<file path="src/rtl/serial_addsub_8bit.sv">
// rtl/serial_addsub_8bit.sv - bit-serial 8-bit adder/subtractor, LSB first, one bit per clock
module serial_addsub_8bit (
    input  logic       i_clk,
    input  logic       i_rst_n,
    input  logic       i_start,
    input  logic [7:0] i_x,
    input  logic [7:0] i_y,
    input  logic       i_sel,
    output logic       o_busy,
    output logic       o_done,
    output logic [7:0] o_data_out,
    output logic       o_cnext,
    output logic       o_ovf
);

    typedef enum logic [1:0] {
        ST_IDLE  = 2'd0,
        ST_SHIFT = 2'd1,
        ST_DONE  = 2'd2
    } state_t;

    state_t     r_state;
    state_t     w_state_next;

    logic [7:0] r_a;
    logic [7:0] r_b;
    logic       r_sel;
    logic       r_carry;
    logic [2:0] r_cnt;
    logic [7:0] r_res;
    logic       r_c7;
    logic [7:0] r_data_out;
    logic       r_cnext;
    logic       r_ovf;

    logic       w_b_bit;
    logic       w_sum;
    logic       w_cout;
    logic       w_last;

    // Subtract inverts B per bit; the +1 comes from the carry flop preset to SEL.
    assign w_b_bit = r_b[0] ^ r_sel;
    assign w_sum   = r_a[0] ^ w_b_bit ^ r_carry;
    assign w_cout  = (r_a[0] & w_b_bit) | (r_a[0] & r_carry) | (w_b_bit & r_carry);
    assign w_last  = (r_cnt == 3'd7);

    always_comb begin
        w_state_next = r_state;
        case (r_state)
            ST_IDLE:  if (i_start) w_state_next = ST_SHIFT;
            ST_SHIFT: if (w_last)  w_state_next = ST_DONE;
            ST_DONE:               w_state_next = ST_IDLE;
            default:               w_state_next = ST_IDLE;
        endcase
    end

    always_ff @(posedge i_clk or negedge i_rst_n) begin
        if (!i_rst_n) begin
            r_state <= ST_IDLE;
        end else begin
            r_state <= w_state_next;
        end
    end

    always_ff @(posedge i_clk or negedge i_rst_n) begin
        if (!i_rst_n) begin
            r_a        <= 8'h00;
            r_b        <= 8'h00;
            r_sel      <= 1'b0;
            r_carry    <= 1'b0;
            r_cnt      <= 3'd0;
            r_res      <= 8'h00;
            r_c7       <= 1'b0;
            r_data_out <= 8'h00;
            r_cnext    <= 1'b0;
            r_ovf      <= 1'b0;
        end else begin
            case (r_state)
                ST_IDLE: begin
                    if (i_start) begin
                        r_a     <= i_x;
                        r_b     <= i_y;
                        r_sel   <= i_sel;
                        r_carry <= i_sel;
                        r_cnt   <= 3'd0;
                    end
                end
                ST_SHIFT: begin
                    r_res   <= {w_sum, r_res[7:1]};
                    r_a     <= {1'b0, r_a[7:1]};
                    r_b     <= {1'b0, r_b[7:1]};
                    r_carry <= w_cout;
                    r_cnt   <= r_cnt + 3'd1;
                    if (w_last) begin
                        // r_carry is the carry into bit 7 while bit 7 is being summed.
                        r_c7       <= r_carry;
                        r_data_out <= {w_sum, r_res[7:1]};
                        r_cnext    <= w_cout;
                        r_ovf      <= r_carry ^ w_cout;
                    end
                end
                default: ;
            endcase
        end
    end

    assign o_busy     = (r_state == ST_SHIFT);
    assign o_done     = (r_state == ST_DONE);
    assign o_data_out = r_data_out;
    assign o_cnext    = r_cnext;
    assign o_ovf      = r_ovf;

endmodule

</file>
<file path="config.mk">
export PLATFORM = sky130hd
export DESIGN_NAME = serial_addsub_8bit
export DESIGN_NICKNAME = d
export VERILOG_FILES = /design/src/rtl/serial_addsub_8bit.sv
export SDC_FILE = /design/constraint.sdc
export NUM_CORES = 1
export LEC_CHECK = 0
export ABC_CLOCK_PERIOD_IN_PS = 1550
export CAP_MARGIN = 40
export CORE_ASPECT_RATIO = 0.75
export CORE_MARGIN = 10
export CORE_UTILIZATION = 40
export CTS_BUF_LIST = sky130_fd_sc_hd__clkbuf_8
export CTS_CLUSTER_DIAMETER = 150
export DETAILED_ROUTE_END_ITERATION = 6
export PLACE_DENSITY = 0.7
export SKIP_CTS_REPAIR_TIMING = 1
export SLEW_MARGIN = 20
export SYNTH_ARGS = -nofsm -noshare
export SYNTH_HDL_FRONTEND = slang
export SYNTH_SLANG_ARGS = --single-unit
</file>
<file path="constraint.sdc">
create_clock -name i_clk -period 1.55 [get_ports i_clk]
set_input_delay 0.31 -clock i_clk [delete_from_list [all_inputs] [get_ports i_clk]]
set_output_delay 0.31 -clock i_clk [all_outputs]
set_load 0.005 [all_outputs]
</file>
; Yosys cells after proc, flatten, opt, wreduce, memory -nomap -nowiden
; Index checks and enable logic that the tools add are counted.
[classes]
add_sub_neg = 1
n_eq_ne = 5
muxes = 11
bitwise = 9
n_reduce_logical = 6
[op_table]
columns = cell, count
row1 = one-hot mux 8 bit (2 select lines), 2
row2 = 2-to-1 mux 8 bit, 2
row3 = AND reduction 2 bit, 4
row4 = one-hot mux 3 bit (2 select lines), 1
row5 = 2-to-1 mux 2 bit, 2
row6 = one-hot mux 2 bit (2 select lines), 1
row7 = XOR 1 bit, 4
row8 = adder 3 x 1 -> 3 bit (second input constant), 1
row9 = bitwise AND 1 bit, 3
row10 = equality test 3 bit (second input constant), 1
row11 = 2-to-1 mux 3 bit, 1
row12 = equality test 2 x 1 -> 1 bit (second input constant), 1
row13 = equality test 2 bit (second input constant), 1
row14 = zero test 2 bit, 1
row15 = != test 2 x 1 -> 1 bit (second input constant), 1
row16 = != test 2 bit (second input constant), 1
row17 = bitwise OR 1 bit, 2
row18 = one-hot mux 1 bit (2 select lines), 1
row19 = nonzero test 2 bit, 1
row20 = 2-to-1 mux 1 bit, 1
[word_totals]
reg_bits = 41
inputBits = 20
output_inout_bits = 12
word_cells = 42

; Logic depth before layout (Yosys ltp)
; Gate-level depths: netlist of run 1.
[depth]
ltp_word = 5
depth_mapped = 6

; Worst setup path before layout of run 1
; Ideal clock, no wire load.
[synth_timing]
kind = reg2reg
from = reg r_cnt[0]
to = reg r_data_out[4] (netlist: o_data_out[4])
setup_ns = 0.125
arrival_ns = 1.298
required_time_ns = 1.425
setup_slack_ns = 0.127
path_stages_with_launch = 6
n_path_buf = 1
synth_period_minus_slack_ns = 1.423
path_cell_list = dfrtp_1 ha_1 ha_1 nand3b_4 buf_6 mux2_4
[synth_via]
elab_chain_cells = 2
[synth_rtl]
columns = element, line
row1 = start: declaration, 29  ; logic [2:0] r_cnt;
row2 = start signal: assignment, 93  ; r_cnt <= r_cnt + 3'd1;
row3 = equality test 3 bit, 45  ; assign w_last = (r_cnt == 3'd7);
row4 = AND reduction 2 bit (no source line), n/a
row5 = end signal: assignment, 97  ; r_data_out <= {w_sum, r_res[7:1]};
row6 = end: declaration, 32  ; logic [7:0] r_data_out;
; No other way between the ends.
; A chain may end at the register's enable or synchronous reset.

; Worst setup path in the final report of run 1
[layout_timing]
from = reg r_cnt[0]
to = reg r_data_out[2] (netlist: o_data_out[2])
; Same word-level chain as after synthesis.

==> flow_metrics.py, run 1 <==
metrics = {
    "floorplanning": {
        "coreArea_mm2": 0.00418,
        "num_rows": 20,
        "die_area_mm2": 0.00756,
        "die_h_um": 77.9,
        "ios": 32,
        "initial_core_util_pct": 42.7,
        "die_w_um": 97.1,
    },
    "timing": {
        "fin_skew_ns": 0.0105,
        "drv_slew": 0,
        "tightest_slew_ns": 0.499,
        "final-hold-violation-count": 0,
        "fin_crit_ns": 1.46,
        "setup_viol_count_final": 0,
        "grt_setup_unrepaired": "no",
        "slew_headroom_pct": 66.7,
        "fmax_ghz": 0.687,
        "fin_crit_sh_pct": 93.9,
        "final.setup.tns_ns": 0,
    },
    "clocking": {
        "root_buffer": "clkbuf_8",
        "cts_made_buffers": 5,
        "clk_latency_ns": 0.28,
        "clkSlewWorstSetupHoldPaths_ns": 0.08,
        "htree_num_levels": 2,
        "clkSinkCount": 40,
        "cts_tree": "built",
        "ctsLongestPathBuffers": 2,
    },
    "outcome": {
        "status": "complete, no violations",
    },
    "routing": {
        "wl_um": 4120,
        "first_pass_iters": 5,
        "viasPerCell": 5.51,
        "wl_per_cell_um": 16.7,
        "num_vias": 1362,
        "drt_iter0_markers": 105,
        "drc": 0,
        "antenna_left": 0,
    },
    "finish": {
        "fin_util_pct": 54.9,
        "antennaDiodeCount": 0,
        "nNetsFinal": 215,
        "n_fill_cell": 344,
        "layout-drive-gt1-share_pct": 21.4,
        "syn_to_final_growth_pct": 28.6,
    },
    "setup_path": {
        "ff2ff_path_depth": 4,
        "critPathMaxFanout": 7,
        "crit_path_start": "r_cnt[0]",
        "rrSetupSlack_ns": 0.09,
        "cp-start-kind": "register",
        "rr_endpoint": "o_data_out[2]",
        "r2r-start": "r_cnt[0]",
        "required_ns": 1.71,
        "end_kind": "register",
        "arrival_ns": 1.62,
        "critPathKind": "register to register",
    },
    "power": {
        "report.power.total_mw": 4.40,
        "power_density_mw_per_mm2": 1920,
        "leakage_nw": 1.03,
        "ir_drop_uv": 793,
    },
    "yosys": {
        "synth_seq_cells": 40,
        "yosysSeqAreaShare_pct": 56.1,
        "synthCells": 151,
        "synth_top_cell_area_share_pct": 56.1,
        "synth-async-reset-ratio_pct": 100,
        "yosysTopAreaCell": "dfrtp_1",
        "ys_top_cells_by_area": "dfrtp_1 56%, o22ai_1 9.1%, mux2_2 5.0%",
        "ys.flop_type": "dfrtp_1",
        "synthesis.area_mm2": 0.00179,
        "synthDistinctLibCells": 26,
        "synth_edf_count": 0,
        "synth_nets": 174,
        "yosysWarningCount": 0,
        "syn_avg_cell_area_um2": 11.8,
    },
    "global_routing": {
        "grt_pass1_wl_um": 7020,
        "overflow": 0,
        "grt_max_degree": 41,
        "track_usage_pct": 11.0,
        "grt_pass1_vias": 1436,
        "antenna_found_initial": 0,
    },
    "job": {
        "drv_cap": 0,
    },
    "placed_design": {
        "dp.final_hpwl_um": 2870,
        "routabilityCongestion": 0.859,
        "port_buffers": 31,
    },
    "min_path": {
        "hp-class": "input port to asynchronous set/reset pin",
    },
}
-- worst max-delay path by stage --
stage / endpoint / slack, ns
2_1_floorplan: o_data_out[4] / 0.13
3_3_place_gp: r_a[7] / 0.001
3_5_place_dp: r_b[7] / -0.07
4_1_cts: o_busy / -0.23
5_1_grt: o_data_out[4] / 0.04
6_report: o_data_out[2] / 0.09
-- per-layer routing --
metal / GRT usage, % / vias up / routed length (µm)
li1: - / 636 / -
met1: 14.0 / 668 / 1880
met2: 16.3 / 56 / 1840
met3: 5.75 / 2 / 389
met4: 1.91 / 0 / 7
met5: 0 / - / 0
-- area by class of cell --
class                   count  area [µm²]  area share (%)
flip-flops and latches     40        1000            43.6
multi-input cells          95         699            30.5
repair buffers             44         408            17.8
clock buffers               7        96.3            4.20
well taps                  55        68.8            3.00
inverters                   6        22.5           0.981
-- Yosys cell counts, types with 2 or more instances --
| cell | count |
|---|---|
| nand2_1 | 7 |
| buf_4 | 2 |
| o21ai_0 | 10 |
| a22o_1 | 2 |
| mux2_4 | 6 |
| nor2_1 | 5 |
| ha_1 | 2 |
| dfrtp_1 | 40 |
| buf_6 | 3 |
| o22ai_1 | 26 |
| a21oi_1 | 15 |
| mux2_2 | 8 |
| inv_1 | 6 |
| buf_2 | 6 |
| nor2b_1 | 2 |
-- worst max-delay path, cell delays in order (launching register included) --
cell and delay (ns):
dfrtp_1 0.41, ha_1 0.21, ha_2 0.21, nand3b_4 0.16, mux2_2 0.35
-- layout by cell type (no fill, tap or decap), drive strengths merged --
cell type / instances
a22o: 2
clkdlybuf4s50: 28
nor3: 1
nand2b: 2
xnor2: 1
mux2: 14
fa: 1
a221oi: 1
dlymetal6s2s: 2
o32ai: 1
a21oi: 15
dfrtp: 40
nand2: 7
ha: 2
o21ai: 10
nand3b: 2
clkbuf: 7
or2: 1
nor2: 5
xor2: 1
inv: 6
nor2b: 2
buf: 14
nor4b: 1
o22ai: 26
-- where the power goes --
part / switching, mW / internal (mW)
sequential: 0.338 / 1.54
combinational: 0.795 / 0.999
clock: 0.336 / 0.396
total: 1.47 / 2.93
-- sequential cells by signal (all words and copies together) (netlist names) --
name        cells
o_data_out      8
r_a             8
r_b             8
r_res           7
r_cnt           3
r_state         2
o_cnext         1
o_ovf           1
r_carry         1
r_sel           1
-- per-stage QoR --
stage / instances / setup slack [ns] / area, µm² / hold WS [ns]
finish: 247 / 0.0941 / 2300 / 0.0739
global route: 247 / 0.0377 / 2300 / 0.116
CTS: 243 / -0.232 / 2250 / 0.0852
detailed placement: 236 / -0.0730 / 2160 / 0.394
global placement: 236 / 0.000986 / 2160 / 0.386
floorplan: 151 / 0.127 / 1790 / 0.0144
-- kinds of logic (layout without fill, tap and decap cells) --
kind of cell    count (synthesis)  after routing  synth area share, %
fa+ha+maj                       3              3                 2.52
buf+inv                        17             57                 5.68
compound gates                 55             55                 18.1
simple gates                   20             21                 6.59
mux                            14             14                 10.1
flops                          40             40                 56.1
xor+xnor                        2              2                0.981
No activity file was read; power rests on OpenSTA's default activity.
==> run 2, diff against run 1 <==
--- a/config.mk
+++ b/config.mk
@@ -9,11 +9,11 @@
 export CAP_MARGIN = 40
 export CORE_ASPECT_RATIO = 0.75
 export CORE_MARGIN = 10
-export CORE_UTILIZATION = 40
+export CORE_UTILIZATION = 47
 export CTS_BUF_LIST = sky130_fd_sc_hd__clkbuf_8
 export CTS_CLUSTER_DIAMETER = 150
 export DETAILED_ROUTE_END_ITERATION = 6
-export PLACE_DENSITY = 0.7
+export PLACE_DENSITY = 0.79
 export SKIP_CTS_REPAIR_TIMING = 1
 export SLEW_MARGIN = 20
 export SYNTH_ARGS = -nofsm -noshare
==> run 2 against run 1 <==
  * Setup slack worse by 0.036 ns
  * First-iteration DRC count down 51%
  * Highest routed layer unchanged
  * Die area down 12%
  * Non-clock buffer count down 1
  * Sequential share of layout area up 0.17 points
  * Largest power group unchanged
==> flow_metrics.py, run 2 (synthesized netlist as in run 1, its figures left out) <==
metrics = {
    "outcome": {
        "status": "complete, no violations",
    },
    "timing": {
        "final-hold-violation-count": 0,
        "fin_crit_sh_pct": 96.3,
        "tightest_slew_ns": 0.486,
        "fin_crit_ns": 1.49,
        "fmax_ghz": 0.670,
        "grt_setup_unrepaired": "no",
        "drv_slew": 0,
        "slew_headroom_pct": 67.6,
        "fin_skew_ns": 0.00999,
        "whs_ns": 0.0631,
        "setup_viol_count_final": 0,
    },
    "clocking": {
        "cts_made_buffers": 5,
        "clkSinkCount": 40,
        "clkSlewWorstSetupHoldPaths_ns": 0.08,
        "cts_tree": "built",
        "htree_num_levels": 2,
        "ctsLongestPathBuffers": 2,
        "clk_latency_ns": 0.29,
        "root_buffer": "clkbuf_8",
    },
    "routing": {
        "wl_per_cell_um": 16.0,
        "viasPerCell": 5.52,
        "antenna_left": 0,
        "num_vias": 1342,
        "drt_iter0_markers": 51,
        "wl_um": 3880,
        "first_pass_iters": 4,
        "drc": 0,
    },
    "setup_path": {
        "critPathSlowestCell": "clkdlybuf4s50_1",
        "rrSetupSlack_ns": 0.09,
        "path_delay_family": "buffers and inverters",
        "cp.buffers_inverters": 1,
        "critPathKind": "register to output pin",
        "crit_chain": "clkdlybuf4s50_1",
        "cp-start-kind": "register",
        "rr_endpoint": "o_data_out[3]",
        "crit_path_start": "o_cnext",
        "ff2ff_path_depth": 4,
        "r2r-start": "r_cnt[0]",
        "end_kind": "output pin",
        "critPathMaxFanout": 2,
        "slowest_delay_ns": 0.51,
        "arrival_ns": 1.18,
        "required_ns": 1.24,
    },
    "job": {
        "drv_cap": 0,
    },
    "placed_design": {
        "routabilityCongestion": 0.884,
        "placed_area_mm2": 0.00217,
        "dp.final_hpwl_um": 2800,
        "port_buffers": 31,
        "dp_cells": 234,
    },
    "global_routing": {
        "grt_pass1_wl_um": 6710,
        "grtUsageMet1_pct": 13.7,
        "antenna_found_initial": 0,
        "grt_use_met3_pct": 5.29,
        "grt_use_met2_pct": 20.2,
        "grt_pass1_vias": 1474,
        "overflow": 0,
        "grt_max_degree": 41,
        "grt_most_used_layer": "met2",
        "track_usage_pct": 12.2,
    },
    "floorplanning": {
        "num_rows": 19,
        "coreArea_mm2": 0.00366,
        "die_w_um": 91.2,
        "initial_core_util_pct": 48.8,
        "die_area_mm2": 0.00669,
        "ios": 32,
        "die_h_um": 73.4,
    },
    "finish": {
        "nNetsFinal": 213,
        "mostFrequentLayoutCells": "39 x dfrtp_1, 28 x clkdlybuf4s50_1, 26 x o22ai_1",
        "layout-drive-gt1-share_pct": 20.9,
        "syn_to_final_growth_pct": 28.2,
        "fin_cells": 243,
        "fin_area_mm2": 0.00229,
        "layout_commonest_cell": "dfrtp_1",
        "antennaDiodeCount": 0,
    },
    "power": {
        "report.power.total_mw": 4.39,
        "power_density_mw_per_mm2": 1920,
        "leakage_nw": 1.03,
        "ir_drop_uv": 783,
    },
    "min_path": {
        "hp-class": "input port to asynchronous set/reset pin",
    },
}
run 2: cell count changes in the layout (fill, tap and decap cells not counted):
cell | before | now
nand2b_4 | 1 | 2
ha_2 | 1 | 0
clkbuf_8 | 7 | 6
buf_12 | 0 | 1
dfrtp_1 | 40 | 39
clkinvlp_4 | 0 | 1
buf_4 | 13 | 11
dfrtp_2 | 0 | 1
ha_1 | 1 | 2
nand2b_1 | 1 | 0
inv_1 | 6 | 7
nand3b_2 | 1 | 0
run 2: metrics by stage:
step,setup slack [ns],setup TNS (ns),utilization (%)
6_report,0.0579,0,62.5
5_1_grt,0.0268,0,62.5
4_1_cts,-0.229,-0.450,61.9
3_5_place_dp,-0.0790,-0.263,59.3
3_3_place_gp,0.0200,0,59.3
2_1_floorplan,0.127,0,-
run 2: per-layer routing:
metal,up-vias,part of all wire [%]
met5,-,0
met4,0,1.1
met3,5,8.1
met2,40,47
met1,672,44
li1,625,-
run 2: cell type report:
| class | count | area (µm²) |
|---|---|---|
| fill | 317 | 1370 |
| sequential | 40 | 1000 |
| multi-input combinational | 94 | 693 |
| timing repair buffer | 43 | 413 |
| clock buffer | 6 | 82.6 |
| tap | 52 | 65.1 |
| inverter | 6 | 22.5 |
| clock inverter | 2 | 11.3 |
run 2: report_power, final:
| part | total, mW | leakage, nW | switching (mW) | internal (mW) |
|---|---|---|---|---|
| combinational | 1.78 | 0.501 | 0.771 | 1.01 |
| clock | 0.717 | 0.0486 | 0.362 | 0.355 |
| sequential | 1.89 | 0.480 | 0.353 | 1.54 |
| total | 4.39 | 1.03 | 1.49 | 2.91 |
run 2: how the worst max path moves through the flow:
stage	endpoint	slack, ns	depth (start not counted)
5_1_grt	o_data_out[2]	0.03	4
3_5_place_dp	r_b[7]	-0.08	5
4_1_cts	o_done	-0.23	2
2_1_floorplan	o_data_out[4]	0.13	5
3_3_place_gp	r_sel	0.02	4
6_report	o_cnext	0.06	1
==> run 3, diff against run 2 <==
--- a/config.mk
+++ b/config.mk
@@ -13,6 +13,7 @@
 export CTS_BUF_LIST = sky130_fd_sc_hd__clkbuf_8
 export CTS_CLUSTER_DIAMETER = 150
 export DETAILED_ROUTE_END_ITERATION = 6
+export MAX_ROUTING_LAYER = met4
 export PLACE_DENSITY = 0.79
 export SKIP_CTS_REPAIR_TIMING = 1
 export SLEW_MARGIN = 20
==> run 3 against run 2 <==
  * Non-clock buffer count is the same
  * Global-route usage grew 0.36 points
  * Sequential share of layout area is the same
  * Die area stayed put
  * Design area stayed put
  * Hold slack got worse by 0.00065 ns
  * Utilization unchanged
  * Critical endpoint unchanged
  * Largest cell class unchanged
==> flow_metrics.py, run 3 (synthesized netlist as in run 1, its figures left out) <==
metrics = {
    "outcome": {
        "status": "complete, no violations",
    },
    "placed_design": {
        "dp.final_hpwl_um": 2800,
        "routabilityCongestion": 0.898,
        "port_buffers": 31,
    },
    "setup_path": {
        "critPathKind": "register to output pin",
        "r2r-start": "r_cnt[0]",
        "ff2ff_path_depth": 4,
        "end_kind": "output pin",
        "slowest_delay_ns": 0.51,
        "crit_chain": "clkdlybuf4s50_1",
        "critPathMaxFanout": 2,
        "cp-start-kind": "register",
        "crit_path_start": "o_cnext",
        "cp_num_cells": 1,
        "critPathSlowestCell": "clkdlybuf4s50_1",
        "required_ns": 1.24,
        "cp.buffers_inverters": 1,
        "path_delay_family": "buffers and inverters",
        "arrival_ns": 1.18,
    },
    "timing": {
        "fin_crit_sh_pct": 96.3,
        "grt_setup_unrepaired": "no",
        "slew_headroom_pct": 67.6,
        "final-hold-violation-count": 0,
        "fin_crit_ns": 1.49,
        "drv_slew": 0,
        "fin_skew_ns": 0.0100,
        "final.setup.tns_ns": 0,
        "setup_viol_count_final": 0,
        "tightest_slew_ns": 0.486,
        "whs_ns": 0.0625,
        "fmax_ghz": 0.670,
    },
    "clocking": {
        "clk_latency_ns": 0.30,
        "root_buffer": "clkbuf_8",
        "cts_tree": "built",
        "htree_num_levels": 2,
        "clkSinkCount": 40,
        "ctsLongestPathBuffers": 2,
        "cts_made_buffers": 5,
        "clkSlewWorstSetupHoldPaths_ns": 0.08,
    },
    "floorplanning": {
        "die_w_um": 91.2,
        "coreArea_mm2": 0.00366,
        "die_h_um": 73.4,
        "die_area_mm2": 0.00669,
        "initial_core_util_pct": 48.8,
        "ios": 32,
        "num_rows": 19,
    },
    "global_routing": {
        "antenna_found_initial": 0,
        "track_usage_pct": 12.5,
        "grt_pass1_vias": 1475,
        "grt_max_degree": 41,
        "overflow": 0,
        "grt_pass1_wl_um": 6700,
    },
    "min_path": {
        "hp-class": "input port to asynchronous set/reset pin",
    },
    "power": {
        "switching_share_pct": 33.8,
        "seqPwrFrac_pct": 43.0,
        "p_int_mw": 2.91,
        "ir_drop_uv": 782,
        "power_density_mw_per_mm2": 1920,
        "leakage_nw": 1.03,
        "power_frac_comb_pct": 40.6,
        "clockPowerShare_pct": 16.3,
        "p_sw_mw": 1.49,
    },
    "finish": {
        "syn_to_final_growth_pct": 28.2,
        "layout_commonest_cell": "dfrtp_1",
        "fin_util_pct": 62.5,
        "antennaDiodeCount": 0,
        "layout-drive-gt1-share_pct": 20.9,
        "nNetsFinal": 213,
        "mostFrequentLayoutCells": "39 x dfrtp_1, 28 x clkdlybuf4s50_1, 26 x o22ai_1",
    },
    "routing": {
        "antenna_left": 0,
        "num_vias": 1347,
        "viasPerCell": 5.54,
        "drc": 0,
        "first_pass_iters": 4,
        "wl_um": 3880,
        "wl_per_cell_um": 16.0,
        "drt_iter0_markers": 53,
    },
    "job": {
        "drv_cap": 0,
    },
}
-- run 3: per-stage QoR --
| step | instance area [µm²] | cells | worst slack, ns | total power [mW] |
|---|---|---|---|---|
| 2_1_floorplan | 1790 | 151 | 0.127 | 3.02 |
| 3_3_place_gp | 2170 | 234 | 0.0200 | 3.55 |
| 3_5_place_dp | 2170 | 234 | -0.0790 | 3.68 |
| 4_1_cts | 2270 | 242 | -0.229 | 4.39 |
| 5_1_grt | 2290 | 243 | 0.0268 | 4.73 |
| 6_report | 2290 | 243 | 0.0573 | 4.39 |
-- run 3: metal layers --
layer,global-route usage [%],wire length (µm),part of all wire [%]
met1,14.1,1720,44
met2,20.2,1850,48
met3,4.68,269,6.9
met4,4.85,40,1.0
met5,-,0,0
-- run 3: layout make-up --
class	count	area [µm²]
fill	317	1370
sequential	40	1000
timing repair buffer	43	413
tap	52	65.1
inverter	6	22.5
clock buffer	6	82.6
multi-input combinational	94	693
clock inverter	2	11.3
-- run 3: path summary, 6_finish.rpt --
path	end	slack, ns
setup / recovery	o_cnext	0.06
hold / removal	r_res[5]	0.06
setup reg to reg	o_data_out[3]	0.09
hold reg to reg	o_ovf	0.50
max in group asynchronous	r_state[0]	1.12
min in group i_clk	o_ovf	0.50
-- run 3: power groups by stage --
stage	Sequential [mW]	Combinational (mW)	Clock, mW
after global placement	1.87	1.69	0
final	1.89	1.78	0.717
after detailed placement	1.91	1.77	0
after CTS	1.89	1.78	0.724
after floorplan	1.81	1.21	0
after global routing	1.96	2.00	0.772
